**src/rtl/cap_touch_scanner.sv**
```systemverilog
// N-channel capacitive touch scanner: shared charge drive, parallel discharge timing, per-channel debounce and sticky hit flags.
// Optional CAP_BASELINE_EN adds a per-channel 1/16 IIR baseline so the threshold becomes relative to the idle count.
module cap_touch_lane #(
    parameter int CNT_W    = 12,
    parameter int DEBOUNCE = 3
) (
    input  logic             clock,
    input  logic             reset_n,
    input  logic             sens_i,
    input  logic             charge_i,
    input  logic             measure_i,
    input  logic             eval_i,
    input  logic [CNT_W-1:0] threshold_i,
    input  logic             hit_clr_i,
    output logic             active_o,
    output logic [CNT_W-1:0] count_o,
    output logic             touch_o,
    output logic             hit_o
);
    localparam int DBW = $clog2(DEBOUNCE + 1);
    localparam logic [CNT_W-1:0] CNT_MAX = '1;

    logic [1:0]       sync_q;
    logic             alive_q;
    logic [CNT_W-1:0] cnt_q, last_q, thr_eff;
    logic [DBW-1:0]   db_q, db_d;
    logic             touch_q, touch_d, hit_q, raw, rise;

    assign active_o = alive_q & sync_q[1];
    assign raw      = (cnt_q >= thr_eff);
    assign count_o  = last_q;
    assign touch_o  = touch_q;
    assign hit_o    = hit_q;

    always_comb begin
        db_d    = db_q;
        touch_d = touch_q;
        rise    = 1'b0;
        if (eval_i) begin
            if (raw == touch_q) begin
                db_d = '0;
            end else if (db_q == DBW'(DEBOUNCE - 1)) begin
                db_d    = '0;
                touch_d = ~touch_q;
                rise    = ~touch_q;
            end else begin
                db_d = db_q + 1'b1;
            end
        end
    end

    always_ff @(posedge clock or negedge reset_n) begin
        if (!reset_n) begin
            sync_q  <= '0;
            alive_q <= 1'b0;
            cnt_q   <= '0;
            last_q  <= '0;
            db_q    <= '0;
            touch_q <= 1'b0;
            hit_q   <= 1'b0;
        end else begin
            sync_q <= {sync_q[0], sens_i};
            if (charge_i) begin
                cnt_q   <= '0;
                alive_q <= 1'b1;
            end else if (measure_i) begin
                // first low sample freezes the channel for the rest of the scan
                if (active_o) begin
                    if (cnt_q != CNT_MAX) cnt_q <= cnt_q + 1'b1;
                end else begin
                    alive_q <= 1'b0;
                end
            end
            if (eval_i) last_q <= cnt_q;
            db_q    <= db_d;
            touch_q <= touch_d;
            hit_q   <= (hit_q & ~hit_clr_i) | rise;
        end
    end

`ifdef CAP_BASELINE_EN
    localparam int BW = CNT_W + 4;
    logic [BW-1:0]        base_q, cnt_sh, base_eff;
    logic                 binit_q;
    logic signed [BW+1:0] diff;
    logic [CNT_W:0]       thr_sum;

    assign cnt_sh   = {cnt_q, 4'b0000};
    assign base_eff = binit_q ? base_q : cnt_sh;
    assign thr_sum  = {1'b0, base_eff[BW-1:4]} + {1'b0, threshold_i};
    assign thr_eff  = thr_sum[CNT_W] ? CNT_MAX : thr_sum[CNT_W-1:0];
    assign diff     = $signed({2'b00, cnt_sh}) - $signed({2'b00, base_q});

    always_ff @(posedge clock or negedge reset_n) begin
        if (!reset_n) begin
            base_q  <= '0;
            binit_q <= 1'b0;
        end else if (eval_i) begin
            if (!binit_q) begin
                base_q  <= cnt_sh;
                binit_q <= 1'b1;
            end else if (!raw && !touch_q) begin
                base_q <= base_q + BW'(diff >>> 4);
            end
        end
    end
`else
    assign thr_eff = threshold_i;
`endif
endmodule

module cap_touch_scanner #(
    parameter int NUM_CH        = 9,
    parameter int CNT_W         = 12,
    parameter int CHARGE_CYCLES = 64,
    parameter int SETTLE_CYCLES = 16,
    parameter int DEBOUNCE      = 3
) (
    input  logic                    clock,
    input  logic                    reset_n,
    input  logic                    enable,
    input  logic [CNT_W-1:0]        threshold,
    input  logic [NUM_CH-1:0]       sensors_in,
    output logic                    sensors_out,
    output logic [NUM_CH-1:0]       touch_state,
    output logic [NUM_CH-1:0]       hit_flags,
    input  logic [NUM_CH-1:0]       hit_clear,
    output logic                    scan_done,
    output logic [NUM_CH*CNT_W-1:0] last_count
);
    localparam int PW0 = (CNT_W > $clog2(CHARGE_CYCLES)) ? CNT_W : $clog2(CHARGE_CYCLES);
    localparam int PW  = (PW0 > $clog2(SETTLE_CYCLES)) ? PW0 : $clog2(SETTLE_CYCLES);
    localparam logic [PW-1:0] TMO = PW'({CNT_W{1'b1}});

    typedef enum logic [2:0] {IDLE, CHARGE, MEASURE, EVAL, SETTLE} state_t;

    state_t            state_q;
    logic [PW-1:0]     phase_q;
    logic              drive_q, done_q;
    logic [NUM_CH-1:0] active;

    assign sensors_out = drive_q;
    assign scan_done   = done_q;

    always_ff @(posedge clock or negedge reset_n) begin
        if (!reset_n) begin
            state_q <= IDLE;
            phase_q <= '0;
            drive_q <= 1'b0;
            done_q  <= 1'b0;
        end else begin
            done_q <= 1'b0;
            case (state_q)
                IDLE: if (enable) begin
                    state_q <= CHARGE;
                    drive_q <= 1'b1;
                    phase_q <= '0;
                end
                CHARGE: if (phase_q == PW'(CHARGE_CYCLES - 1)) begin
                    state_q <= MEASURE;
                    drive_q <= 1'b0;
                    phase_q <= '0;
                end else begin
                    phase_q <= phase_q + 1'b1;
                end
                MEASURE: if (active == '0 || phase_q == TMO) begin
                    state_q <= EVAL;
                    phase_q <= '0;
                end else begin
                    phase_q <= phase_q + 1'b1;
                end
                EVAL: begin
                    state_q <= SETTLE;
                    done_q  <= 1'b1;
                    phase_q <= '0;
                end
                SETTLE: if (phase_q == PW'(SETTLE_CYCLES - 1)) begin
                    state_q <= IDLE;
                    phase_q <= '0;
                end else begin
                    phase_q <= phase_q + 1'b1;
                end
                default: begin
                    state_q <= IDLE;
                    drive_q <= 1'b0;
                    phase_q <= '0;
                end
            endcase
        end
    end

    for (genvar i = 0; i < NUM_CH; i++) begin : g_lane
        cap_touch_lane #(.CNT_W(CNT_W), .DEBOUNCE(DEBOUNCE)) u_lane (
            .clock      (clock),
            .reset_n    (reset_n),
            .sens_i     (sensors_in[i]),
            .charge_i   (state_q == CHARGE),
            .measure_i  (state_q == MEASURE),
            .eval_i     (state_q == EVAL),
            .threshold_i(threshold),
            .hit_clr_i  (hit_clear[i]),
            .active_o   (active[i]),
            .count_o    (last_count[i*CNT_W +: CNT_W]),
            .touch_o    (touch_state[i]),
            .hit_o      (hit_flags[i])
        );
    end
endmodule

```
**config.mk**
```make
export PLATFORM = sky130hd
export DESIGN_NAME = cap_touch_scanner
export DESIGN_NICKNAME = d
export VERILOG_FILES = /design/src/rtl/cap_touch_scanner.sv
export SDC_FILE = /design/constraint.sdc
export NUM_CORES = 1
export LEC_CHECK = 0
export BUFFER_PORTS_ARGS = -buffer_cell sky130_fd_sc_hd__buf_2
export CAP_MARGIN = 20
export CORE_MARGIN = 5
export CORE_UTILIZATION = 46
export DETAILED_ROUTE_END_ITERATION = 10
export MAX_ROUTING_LAYER = met4
export REMOVE_ABC_BUFFERS = 1
export SETUP_SLACK_MARGIN = 0.3
export SKIP_CTS_REPAIR_TIMING = 1
export SLEW_MARGIN = 20
export SYNTH_ARGS = -nofsm -noshare
export SYNTH_HDL_FRONTEND = slang
export SYNTH_SLANG_ARGS = --single-unit
export TNS_END_PERCENT = 100
```
**constraint.sdc**
```tcl
create_clock -name clock -period 2.2 [get_ports clock]
set_input_delay 0.11 -clock clock [delete_from_list [all_inputs] [get_ports clock]]
set_output_delay 0.11 -clock clock [all_outputs]
set_load 0.005 [all_outputs]
```
==> results.yml <==
synthesis:
  synth_xor_area_share_pct: 4.33
  synth_compound_area_share_pct: 8.57
  muxShareOfSynthArea_pct: 1.51
  netlist_area_sq_um: 15600
  synth.distinct_cells: 59
  synthAdderAreaFrac_pct: 9.48
  ys_seq_area_share_pct: 47.6
  syn_area_per_cell_sq_um: 9.20
  synth_edf_count: 0
  ys.warnings.count: 0
  synth_top_family_by_area: "simple AND/OR/NAND/NOR gates"
  synth_cells: 1693
  ys.flop_type: "dfrtp_1"
  async_flop_share_pct: 100
  ys_seq_elements: 296
  synth-simple-area-share_pct: 24.9
layout:
  final_nets: 2127
  drive_above_1_share_pct: 26.5
  regArea_sq_um: 7450
  final_cell_mix: "435 x nand2_1, 264 x dfrtp_1, 159 x buf_2, 113 x nor2_1, 109 x buf_4"
  multi_input_area_sq_um: 8390
  fill_cells: 2880
  syn2layout_area_growth_pct: 29.2
  finish.utilization_pct: 60.2
  final_common_cell: "nand2_1"
  layoutNonFillerInstCount: 2449
place:
  port_buffers: 160
  preCtsSetupSlack_ps: 6.97
  place_congestion: 0.923
  hpwl_um: 29000
  placed_cells: 2330
global_route:
  grt_max_degree: 82
  grt_pass1_vias: 12700
  grt_use_met2_pct: 35.3
  track_usage_pct: 22.4
  overflow: 0
  met1_usage_pct: 30.8
  grtUsageMet3_pct: 3.01
  antenna_found_initial: 1
  grt-busiest-layer: "met2"
  grt_pass1_wl_um: 67600
worst_setup_path:
  critPathLaunch: "state_q[2]"
  critPathMaxFanout: 8
  cp-end-kind: "flop"
  timing.rr.end: "g_lane[5].u_lane.cnt_q[11]"
  start_kind: "flop"
  crit_end: "g_lane[5].u_lane.cnt_q[11]"
  cp.arrival_ps: 2470
  reg2reg_slack_ps: 150
  worstSetupPathType: "flop to flop"
  r2r-start: "state_q[2]"
  worstRegToRegCells: 7
  cp.required_ps: 2630
clock_network:
  cts_root_buf: "clkbuf_16"
  cts.path.max_buffers: 3
  clock_sinks: 296
  cts_tree: "built"
  h-tree-depth: 2
  clock_latency_ps: 510
  clk_pin_slew_ps: 60
  cts_inserted_buffers: 34
outcome:
  status: "completed"
floorplanning:
  die_w_um: 194
  rows: 67
  core-area_sq_um: 33400
  die_h_um: 194
  die-area_sq_um: 37600
  ios: 161
  start_util_pct: 46.6
job:
  cap_viol_max_count: 0
timing:
  fmax_mhz: 489
  clock-skew-final_ps: 15.0
  finalHoldViolations: 0
  setup_viol: 0
  tightest_slew_ps: 669
  grt_setup_unrepaired: "true"
  timing.final.ws_setup_ps: 154
  slew_headroom_pct: 55.4
  finalCritPeriodShare_pct: 93.0
  period_minus_slack_ps: 2050
  report.final.slew_viol_count: 0
detailed_routing:
  drt-pass1-iter-count: 6
  drc: 0
  routed_via_density: 5.42
  antenna_left: 0
  drt_iter0_markers: 659
  wirelength_um: 43300
  routedWlPerCell_um: 17.7
  via_count: 13300
min_path:
  hp-class: "primary input to flop"
power_and_ir_drop:
  power_density_nw_per_um2: 592
  p_leak_nw: 9.77
  vdd_ir_drop_max_mv: 0.441
==> how the worst min path moves through the flow <==
stage	end	startpoint	slack (ps)	cells past startpoint
2_1_floorplan	g_lane[0].u_lane.alive_q	reset_n	-190	0
3_3_place_gp	g_lane[6].u_lane.count_o[0]	reset_n	170	1
3_5_place_dp	g_lane[6].u_lane.count_o[0]	reset_n	180	1
4_1_cts	g_lane[6].u_lane.count_o[0]	reset_n	-360	1
5_1_grt	sensors_out	enable	50	3
6_report	sensors_out	enable	40	3
==> cell usage after synthesis, types with 8 or more instances <==
cell      count  area, sq um
nor4_1       14         87.6
and4_1       18          158
inv_1        53          199
nor2_1      122          458
nand2_1     437         1640
ha_1        118         1480
or3_1        14         87.6
a221oi_1      8         70.1
nor3_1       25          125
a21oi_1      61          305
dfrtp_1     296         7410
xor2_1       40          350
and3_1       30          188
and2_1       10         62.6
clkbuf_1     44          165
o21ai_0      77          385
nor3b_1      15          113
xnor2_1      37          324
mux2i_1      19          190
nand4_1      44          275
a31oi_1       8         50.1
buf_4        20          150
o31ai_1      10         75.1
nand3_1      73          365
==> layer usage <==
metal  share of wire [%]  vias to the layer above
met5                   0                        -
met4                 2.2                        0
met3                 4.0                       63
met2                  48                      291
met1                  46                     6474
li1                    -                     6453
==> critical path: stages, from the launching register on <==
cell and delay (ps):
dfrtp_2 460, buf_6 140, nor3b_4 180, buf_6 170
nor4_4 50, or3_4 400, or4_4 420, a21oi_2 120
==> per-stage QoR <==
stage | setup TNS (ps) | total power [W] | instance area [sq um] | hold WS, ps
5_1_grt | 0 | 0.0123 | 20100 | 48.0
3_3_place_gp | 0 | 0.00601 | 17500 | 169
2_1_floorplan | -629680 | 0.00571 | 15200 | -186
6_report | 0 | 0.0119 | 20100 | 40.1
3_5_place_dp | 0 | 0.00603 | 17500 | 178
4_1_cts | -25.9 | 0.0120 | 18700 | -360
==> sequential cells by signal, summed over array words and instances, names as in the netlist <==
name,cells
g_lane.u_lane.count_o,108
g_lane.u_lane.cnt_q,108
state_q,3
g_lane.u_lane.db_q,18
g_lane.u_lane.alive_q,9
phase_q,12
sensors_out,1
g_lane.u_lane.touch_o,9
scan_done,1
g_lane.u_lane.sync_q,18
g_lane.u_lane.hit_o,9
==> power by group <==
part           switching, W  internal (W)  total, W
logic              0.000313      0.000177  0.000490
clock network       0.00224       0.00369   0.00593
registers         0.0000249       0.00547   0.00549
==> cells by family (layout without fill, tap and decap cells) <==
| group | count (synthesis) | count (layout) |
|---|---|---|
| adder cells (fa/ha/maj) | 118 | 118 |
| XOR/XNOR | 77 | 77 |
| AND/OR/NAND/NOR | 837 | 837 |
| buffers and inverters | 127 | 434 |
| multiplexers | 23 | 23 |
| AO/OA/AOI/OAI | 215 | 215 |
| flip-flops | 296 | 296 |
| other | 0 | 1 |
==> layout make-up <==
class,instances,area share (%)
Inverter,54,1.01
Tap cell,448,2.79
Sequential cell,296,37.0
Multi-Input combinational cell,1270,41.7
Timing Repair Buffer,320,11.6
Clock inverter,12,0.808
Antenna cell,1,0.0124
Clock buffer,48,5.05
No activity file was read; power rests on OpenSTA's default activity.
